**src/rtl/cia_serial_link.sv**
```systemverilog
// ---------------------------------------------------------------------------
// cia_serial_link
//
// Peer endpoint for a CIA serial port (SP/CNT pins). Bytes the CIA shifts out
// in output mode are deserialized into a small RX FIFO with a valid/ready
// consumer interface. Bytes offered on the TX valid/ready interface are
// serialized MSB-first onto sp_in/cnt_in so a CIA in input mode receives them.
// The two paths are fully independent.
//
// Optional build macro: CIA_LINK_LOOPBACK_EN
//   When defined, a 'loopback' input is added. With loopback=1 the RX path
//   listens to the internal TX sp/cnt and the CIA-facing outputs are parked
//   high.
//
// Ports:
//   clk          system clock
//   res_n        asynchronous active-low reset
//   loopback     (CIA_LINK_LOOPBACK_EN only) route TX back into RX
//   cia_sp_out   CIA SP output (serial data into this block)
//   cia_cnt_out  CIA CNT output (shift clock, idle high)
//   cia_sp_in    drives CIA SP input
//   cia_cnt_in   drives CIA CNT input
//   rx_data      RX FIFO head byte
//   rx_valid     RX FIFO not empty
//   rx_ready     consumer pops head when rx_valid & rx_ready
//   rx_overrun   one-cycle pulse: received byte dropped, FIFO full
//   tx_data      byte to send
//   tx_valid     byte offered
//   tx_ready     transmitter idle; byte accepted on tx_valid & tx_ready
//   tx_busy      transmission in progress
// ---------------------------------------------------------------------------
module cia_serial_link #(
  parameter int CNT_DIV      = 8,
  parameter int FIFO_DEPTH   = 4,
  parameter int IDLE_TIMEOUT = 1024
) (
  input  logic       clk,
  input  logic       res_n,
`ifdef CIA_LINK_LOOPBACK_EN
  input  logic       loopback,
`endif
  input  logic       cia_sp_out,
  input  logic       cia_cnt_out,
  output logic       cia_sp_in,
  output logic       cia_cnt_in,
  output logic [7:0] rx_data,
  output logic       rx_valid,
  input  logic       rx_ready,
  output logic       rx_overrun,
  input  logic [7:0] tx_data,
  input  logic       tx_valid,
  output logic       tx_ready,
  output logic       tx_busy
);

  localparam int DIV_W = (CNT_DIV > 1) ? $clog2(CNT_DIV) : 1;
  localparam int PTR_W = (FIFO_DEPTH > 1) ? $clog2(FIFO_DEPTH) : 1;
  localparam int CNT_W = PTR_W + 1;
  localparam int TO_W  = $clog2(IDLE_TIMEOUT + 1);

  localparam logic [DIV_W-1:0] DIV_RELOAD = DIV_W'(CNT_DIV - 1);
  localparam logic [TO_W-1:0]  TO_LAST    = TO_W'(IDLE_TIMEOUT - 1);
  localparam logic [CNT_W-1:0] FIFO_FULL  = CNT_W'(FIFO_DEPTH);

  typedef enum logic [1:0] {
    TX_IDLE = 2'd0,
    TX_LOW  = 2'd1,
    TX_HIGH = 2'd2,
    TX_GAP  = 2'd3
  } tx_state_e;

  // ------------------------------------------------------------------ loopback
  logic lb_s;
`ifdef CIA_LINK_LOOPBACK_EN
  assign lb_s = loopback;
`else
  assign lb_s = 1'b0;
`endif

  // TX line state (internal, before the loopback gate on the CIA pins)
  logic tx_sp_q, tx_sp_d;
  logic tx_cnt_q, tx_cnt_d;
  logic cia_sp_in_q, cia_cnt_in_q;

  logic rx_sp_src_s, rx_cnt_src_s;
  assign rx_sp_src_s  = lb_s ? tx_sp_q  : cia_sp_out;
  assign rx_cnt_src_s = lb_s ? tx_cnt_q : cia_cnt_out;

  // ------------------------------------------------------------ synchronizers
  logic cnt_s1_q, cnt_s2_q, cnt_prev_q;
  logic sp_s1_q, sp_s2_q;

  // Two-flop synchronizers for SP/CNT plus a delayed CNT copy for edge detect
  always_ff @(posedge clk or negedge res_n) begin
    if (!res_n) begin
      cnt_s1_q   <= 1'b1;
      cnt_s2_q   <= 1'b1;
      cnt_prev_q <= 1'b1;
      sp_s1_q    <= 1'b1;
      sp_s2_q    <= 1'b1;
    end else begin
      cnt_s1_q   <= rx_cnt_src_s;
      cnt_s2_q   <= cnt_s1_q;
      cnt_prev_q <= cnt_s2_q;
      sp_s1_q    <= rx_sp_src_s;
      sp_s2_q    <= sp_s1_q;
    end
  end

  logic rx_rise_s, rx_edge_s;
  assign rx_rise_s = cnt_s2_q & ~cnt_prev_q;
  assign rx_edge_s = cnt_s2_q ^ cnt_prev_q;

  // ------------------------------------------------------------- deserializer
  logic [7:0]      rx_shreg_q, rx_shreg_d;
  logic [2:0]      rx_bits_q, rx_bits_d;
  logic [TO_W-1:0] idle_q, idle_d;
  logic            push_q, push_d;
  logic [7:0]      push_byte_q, push_byte_d;

  // Shift on CNT rising edges; abandon a partial byte after a long CNT-high idle
  always_comb begin
    rx_shreg_d  = rx_shreg_q;
    rx_bits_d   = rx_bits_q;
    idle_d      = idle_q;
    push_d      = 1'b0;
    push_byte_d = push_byte_q;
    if (rx_rise_s) begin
      rx_shreg_d = {rx_shreg_q[6:0], sp_s2_q};
      rx_bits_d  = rx_bits_q + 3'd1;
      if (rx_bits_q == 3'd7) begin
        push_d      = 1'b1;
        push_byte_d = {rx_shreg_q[6:0], sp_s2_q};
      end else begin
        push_d      = 1'b0;
      end
    end else begin
      rx_shreg_d = rx_shreg_q;
    end
    // A low CNT holds the timeout; only a stalled-high line counts as idle.
    if (rx_edge_s) begin
      idle_d = '0;
    end else if ((rx_bits_q != 3'd0) && cnt_s2_q) begin
      if (idle_q == TO_LAST) begin
        idle_d     = '0;
        rx_bits_d  = 3'd0;
        rx_shreg_d = 8'h00;
      end else begin
        idle_d     = idle_q + TO_W'(1);
      end
    end else if (rx_bits_q == 3'd0) begin
      idle_d = '0;
    end else begin
      idle_d = idle_q;
    end
  end

  // Deserializer state registers
  always_ff @(posedge clk or negedge res_n) begin
    if (!res_n) begin
      rx_shreg_q  <= 8'h00;
      rx_bits_q   <= 3'd0;
      idle_q      <= '0;
      push_q      <= 1'b0;
      push_byte_q <= 8'h00;
    end else begin
      rx_shreg_q  <= rx_shreg_d;
      rx_bits_q   <= rx_bits_d;
      idle_q      <= idle_d;
      push_q      <= push_d;
      push_byte_q <= push_byte_d;
    end
  end

  // ------------------------------------------------------------------ RX FIFO
  logic [7:0]       mem_q [FIFO_DEPTH];
  logic [PTR_W-1:0] wr_ptr_q, rd_ptr_q;
  logic [CNT_W-1:0] count_q, count_d;
  logic             overrun_q;
  logic             fifo_full_s, fifo_pop_s, fifo_wr_s, overrun_d;

  assign fifo_full_s = (count_q == FIFO_FULL);
  assign fifo_pop_s  = rx_ready & (count_q != '0);
  // When full, a same-cycle pop frees the slot the push needs.
  assign fifo_wr_s   = push_q & (~fifo_full_s | fifo_pop_s);
  assign overrun_d   = push_q & fifo_full_s & ~fifo_pop_s;

  // Occupancy next-state
  always_comb begin
    count_d = count_q;
    case ({fifo_wr_s, fifo_pop_s})
      2'b10:   count_d = count_q + CNT_W'(1);
      2'b01:   count_d = count_q - CNT_W'(1);
      default: count_d = count_q;
    endcase
  end

  // FIFO storage, pointers, occupancy and overrun pulse
  always_ff @(posedge clk or negedge res_n) begin
    if (!res_n) begin
      for (int i = 0; i < FIFO_DEPTH; i++) begin
        mem_q[i] <= 8'h00;
      end
      wr_ptr_q  <= '0;
      rd_ptr_q  <= '0;
      count_q   <= '0;
      overrun_q <= 1'b0;
    end else begin
      if (fifo_wr_s) begin
        mem_q[wr_ptr_q] <= push_byte_q;
        wr_ptr_q        <= wr_ptr_q + PTR_W'(1);
      end
      if (fifo_pop_s) begin
        rd_ptr_q <= rd_ptr_q + PTR_W'(1);
      end
      count_q   <= count_d;
      overrun_q <= overrun_d;
    end
  end

  assign rx_data    = mem_q[rd_ptr_q];
  assign rx_valid   = (count_q != '0);
  assign rx_overrun = overrun_q;

  // ------------------------------------------------------------------- TX FSM
  tx_state_e        state_q, state_d;
  logic [DIV_W-1:0] div_q, div_d;
  logic [7:0]       tx_shreg_q, tx_shreg_d;
  logic [2:0]       tx_bit_q, tx_bit_d;

  // TX next-state: each phase lasts CNT_DIV cycles, timed by one down-counter
  always_comb begin
    state_d    = state_q;
    div_d      = div_q;
    tx_shreg_d = tx_shreg_q;
    tx_bit_d   = tx_bit_q;
    case (state_q)
      TX_IDLE: begin
        if (tx_valid) begin
          state_d    = TX_LOW;
          div_d      = DIV_RELOAD;
          tx_shreg_d = tx_data;
          tx_bit_d   = 3'd0;
        end else begin
          state_d    = TX_IDLE;
        end
      end
      TX_LOW: begin
        if (div_q == '0) begin
          state_d = TX_HIGH;
          div_d   = DIV_RELOAD;
        end else begin
          div_d   = div_q - DIV_W'(1);
        end
      end
      TX_HIGH: begin
        if (div_q == '0) begin
          div_d      = DIV_RELOAD;
          tx_shreg_d = {tx_shreg_q[6:0], 1'b0};
          tx_bit_d   = tx_bit_q + 3'd1;
          state_d    = (tx_bit_q == 3'd7) ? TX_GAP : TX_LOW;
        end else begin
          div_d      = div_q - DIV_W'(1);
        end
      end
      TX_GAP: begin
        if (div_q == '0) begin
          state_d = TX_IDLE;
          div_d   = DIV_RELOAD;
        end else begin
          div_d   = div_q - DIV_W'(1);
        end
      end
      default: begin
        state_d = TX_IDLE;
        div_d   = DIV_RELOAD;
      end
    endcase
    // Line values follow the next state so the pins change with the state.
    tx_cnt_d = (state_d != TX_LOW);
    if ((state_d == TX_LOW) || (state_d == TX_HIGH)) begin
      tx_sp_d = tx_shreg_d[7];
    end else begin
      tx_sp_d = 1'b1;
    end
  end

  // TX state, divider, shift register and registered line/pin drivers
  always_ff @(posedge clk or negedge res_n) begin
    if (!res_n) begin
      state_q      <= TX_IDLE;
      div_q        <= DIV_RELOAD;
      tx_shreg_q   <= 8'h00;
      tx_bit_q     <= 3'd0;
      tx_sp_q      <= 1'b1;
      tx_cnt_q     <= 1'b1;
      cia_sp_in_q  <= 1'b1;
      cia_cnt_in_q <= 1'b1;
    end else begin
      state_q      <= state_d;
      div_q        <= div_d;
      tx_shreg_q   <= tx_shreg_d;
      tx_bit_q     <= tx_bit_d;
      tx_sp_q      <= tx_sp_d;
      tx_cnt_q     <= tx_cnt_d;
      cia_sp_in_q  <= lb_s ? 1'b1 : tx_sp_d;
      cia_cnt_in_q <= lb_s ? 1'b1 : tx_cnt_d;
    end
  end

  assign cia_sp_in  = cia_sp_in_q;
  assign cia_cnt_in = cia_cnt_in_q;
  assign tx_ready   = (state_q == TX_IDLE);
  assign tx_busy    = (state_q != TX_IDLE);

endmodule

```
**config.mk**
```make
export PLATFORM = sky130hd
export DESIGN_NAME = cia_serial_link
export DESIGN_NICKNAME = d
export VERILOG_FILES = /design/src/rtl/cia_serial_link.sv
export SDC_FILE = /design/constraint.sdc
export NUM_CORES = 1
export LEC_CHECK = 0
export ABC_CLOCK_PERIOD_IN_PS = 2950
export BUFFER_PORTS_ARGS = -buffer_cell sky130_fd_sc_hd__buf_2
export CAP_MARGIN = 0
export CORE_ASPECT_RATIO = 0.7
export CORE_MARGIN = 1.5
export CORE_UTILIZATION = 47
export CTS_BUF_LIST = sky130_fd_sc_hd__clkbuf_16
export DETAILED_ROUTE_END_ITERATION = 10
export PLACE_DENSITY = 0.69
export SYNTH_ARGS = -nofsm -noshare
export SYNTH_HDL_FRONTEND = slang
export SYNTH_SLANG_ARGS = --single-unit
```
**constraint.sdc**
```tcl
create_clock -name clk -period 2.95 [get_ports clk]
set_input_delay 0 -clock clk [delete_from_list [all_inputs] [get_ports clk]]
set_output_delay 0 -clock clk [all_outputs]
set_load 0.01 [all_outputs]
```
==> impl_results.md <==
- Post-CTS Setup Repair Bufs: 0
- Total Die Area: between 0.009 and 0.01 mm^2
- 1st-iter DRT viols: approximately 140
- Hold path cells: 3
- Part of the power in registers: 0.462
- Nature of the critical path endpoint: flip-flop
- Critical Path RT: 3200 ps
- Synth Area per Inst: between 10 and 15 um^2
- WL per Instance: between 15 and 20 um
- Core box area: a little over 0.009 mm^2
- Detailed Routing Iterations Pass 1: 4
- Clock skew: 3.65 ps
- CTS Buf Count: 9
- Status: finished, final reports clean
- Total Power: roughly 0.0045 W
- Crit path time final: 1990 ps
- Die Y: ~84 um
- Worst Hold Launch: tx_data[7]
- Routed Antenna Nets: 0
- Max Root-Sink Buffers: 2
- Synthesized flop and latch total: 93
- FF-to-FF End: count_q[1]
- Hold_ws: ~47 ps
- Syn nets: 359
- Final Hold Vio Count: 0
- Flop2flop setup slack: 960 ps
- Initial core utilization: 0.484
- Drt drc: 0
- Number of enable flip-flop cells after synthesis: 0
- I/O pin total: 28
- Gpl congestion: just over 0.8
- R2R cell count: 6
- DP HPWL: 5050 um
- Num Clock Sinks: slightly above 90
- Post-synthesis async set-or-reset flop share: 1.00
- Final period utilization: 0.676
- Peak VDD IR: 0.482 mV
- Setup CP Type: flip-flop to flip-flop
- CTS root buffer: clkbuf_16
- Vias per cell: 5.19
- Ranking of synthesized cells by area: dfrtp_1, mux2_4, dfstp_2
- Fillers: between 700 and 800
- Maximum achievable frequency: 501 MHz
- Overflow after GRT: 0
- Gate power share: 0.248
- Top FF cell, synth: dfrtp_1
- Final Non-Filler Cells: 499
- Worst setup SP type: flip-flop
- Worst-path fanout max: 6
- CTS tree: built
- HP Class: input pin to flip-flop
- Share of cells above drive strength 1: 0.299
- Count of final setup violators: 0
- Synth Instances: 330
- Clk pin slew, worst setup/hold paths: around 60 ps
- P_sw: ~0.0013 W
- Cell area after synthesis: 0.00439 mm^2
- Multi-input logic area: about 0.0019 mm^2
- CP arrival: 2250 ps
- First-pass GRT wire length: about 13,000 um
- Count of unique library cells instantiated by Yosys: 51
- Worst slew pin tran: between 600 and 700 ps
- Pins Over Slew Limit: 0
- ANT cells: 0
- Die width: 119 um
- Antenna violations before repair: 0
- Synth top area share: 0.473
- Reg-to-Reg Start: count_q[1]
- Hold Path End: tx_shreg_q[7]
- Dpl cells: approximately 470
- Pwr/cell area: approximately 900 mW/mm^2
- Post-DP Area: 0.00461 mm^2
- Ys Warns: 0
- Internal power: around 0.0031 W
- Area growth from synthesis to layout: 15.4%
- Fin nets: 399
- Overall routing resource usage: 0.167
- Sequential-to-total area share from yosys stat: 0.533
- Clock power share: 0.290
- Fin area: about 0.0051 mm^2
- Final WL: 7510 um
- Post-CTS Resized: 0
- Setup repair after global routing missed its margin: false
- Largest net degree at the start of global routing: 38
- Setup TNS: 0 ps
- FF/Latch Area: roughly 0.0023 mm^2
- Rows: 29
- IO buf count: 27
- Synth area leader: dfrtp_1
- Vias: 2,590
- Later-pin clock latency in the skew report: between 300 and 400 ps
- H-Tree Depth: 3
- Total of max-cap violations: 0
- Vias in the first global route: 2,656
- Slew headroom: 0.598
- Static leakage: 2.39 nW
- Switching power share of the total: 0.301
-- cells in the final DEF (no fill, tap or decap), drive strengths merged, types with 5 or more instances in the layout --
cell type    Yosys  routed
dfrtp           83      83
mux2            41      41
buf             13      30
nand2           25      25
nor2            22      22
ha              14      14
inv             13      14
dlygate4sd3      0      12
mux2i           11      11
dfstp           10      10
clkbuf           0       9
o21ai            8       8
a21oi            8       8
mux4             8       8
xor2             7       7
a22oi            7       7
xnor2            6       6
and2             6       6
nor2b            5       5
nor3             5       5
nand3            5       5
-- cells by family after synthesis --
kind of cell / synth area share
fa+ha+maj: 0.0445
flops: 0.533
buf+inv: 0.0333
mux: 0.199
xor+xnor: 0.0259
simple gates: 0.110
compound gates: 0.0544
-- worst max path at each step --
stage | from | to | slack [ps] | cells after the start
final | count_q[1] | count_q[1] | 960 | 6
after global routing | div_q[0] | cia_sp_in | 820 | 8
after CTS | count_q[1] | count_q[1] | 950 | 6
after detailed placement | count_q[1] | count_q[1] | 970 | 6
after global placement | count_q[1] | count_q[1] | 1050 | 6
after floorplan | count_q[1] | count_q[1] | 1040 | 6
-- synthesized netlist by cell type (8+ instances only) --
library cell and count:
nand2_1 25, nor2_1 21, mux2_2 9, dfstp_2 10
o21ai_0 8, mux2_4 32, inv_1 13, mux2i_1 11
mux4_2 8, dfrtp_1 83, a21oi_1 8, ha_1 14
-- what timing repair did --
| action | in CTS | in global routing |
|---|---|---|
| setup endpoints to repair | 0 | 0 |
| endpoints found under the hold margin | 46 | 0 |
| hold buffers | 12 | 0 |
-- routing by layer --
| metal | wire length, um | share of wire | up-vias | GRT usage |
|---|---|---|---|---|
| li1 | - | - | 1241 | - |
| met1 | 3800 | 0.51 | 1298 | 0.237 |
| met2 | 3370 | 0.45 | 44 | 0.247 |
| met3 | 274 | 0.036 | 7 | 0.0581 |
| met4 | 63 | 0.0084 | 0 | 0.0383 |
| met5 | 0 | 0 | - | 0 |
-- sequential cells by signal (all words and copies together), names as in the netlist, 3 cells and up --
name         flops
mem_q           32
idle_q          11
push_byte_q      8
tx_shreg_q       8
rx_shreg_q       7
count_q          3
div_q            3
rx_bits_q        3
tx_bit_q         3
-- per-stage QoR --
step,worst slack [ps],utilization
6_report,955,0.558
5_1_grt,823,0.558
4_1_cts,952,0.558
3_5_place_dp,969,0.508
3_3_place_gp,1050,0.508
2_1_floorplan,1040,-
-- critical path: stages (launching register included) --
cell and delay (ps):
dfrtp_1 450, or3_1 450, nand2_1 110, fa_1 440
a211oi_1 170, o21ai_0 110, a22oi_1 180
-- cell type report --
cell class	instances	area share
clock buffer	9	0.0445
clock inverter	7	0.0222
inverter	13	0.00963
multi-input combinational	211	0.376
sequential	93	0.462
tap	124	0.0306
timing repair buffer	42	0.0553
-- power by group through the flow --
stage                     clock network, W  logic, W  registers, W
after floorplan                          0  0.000960       0.00190
after global placement                   0   0.00105       0.00206
after detailed placement                 0   0.00110       0.00209
after CTS                          0.00133   0.00112       0.00207
after global routing               0.00138   0.00125       0.00213
final                              0.00129   0.00111       0.00207
No activity file was read; power rests on OpenSTA's default activity.
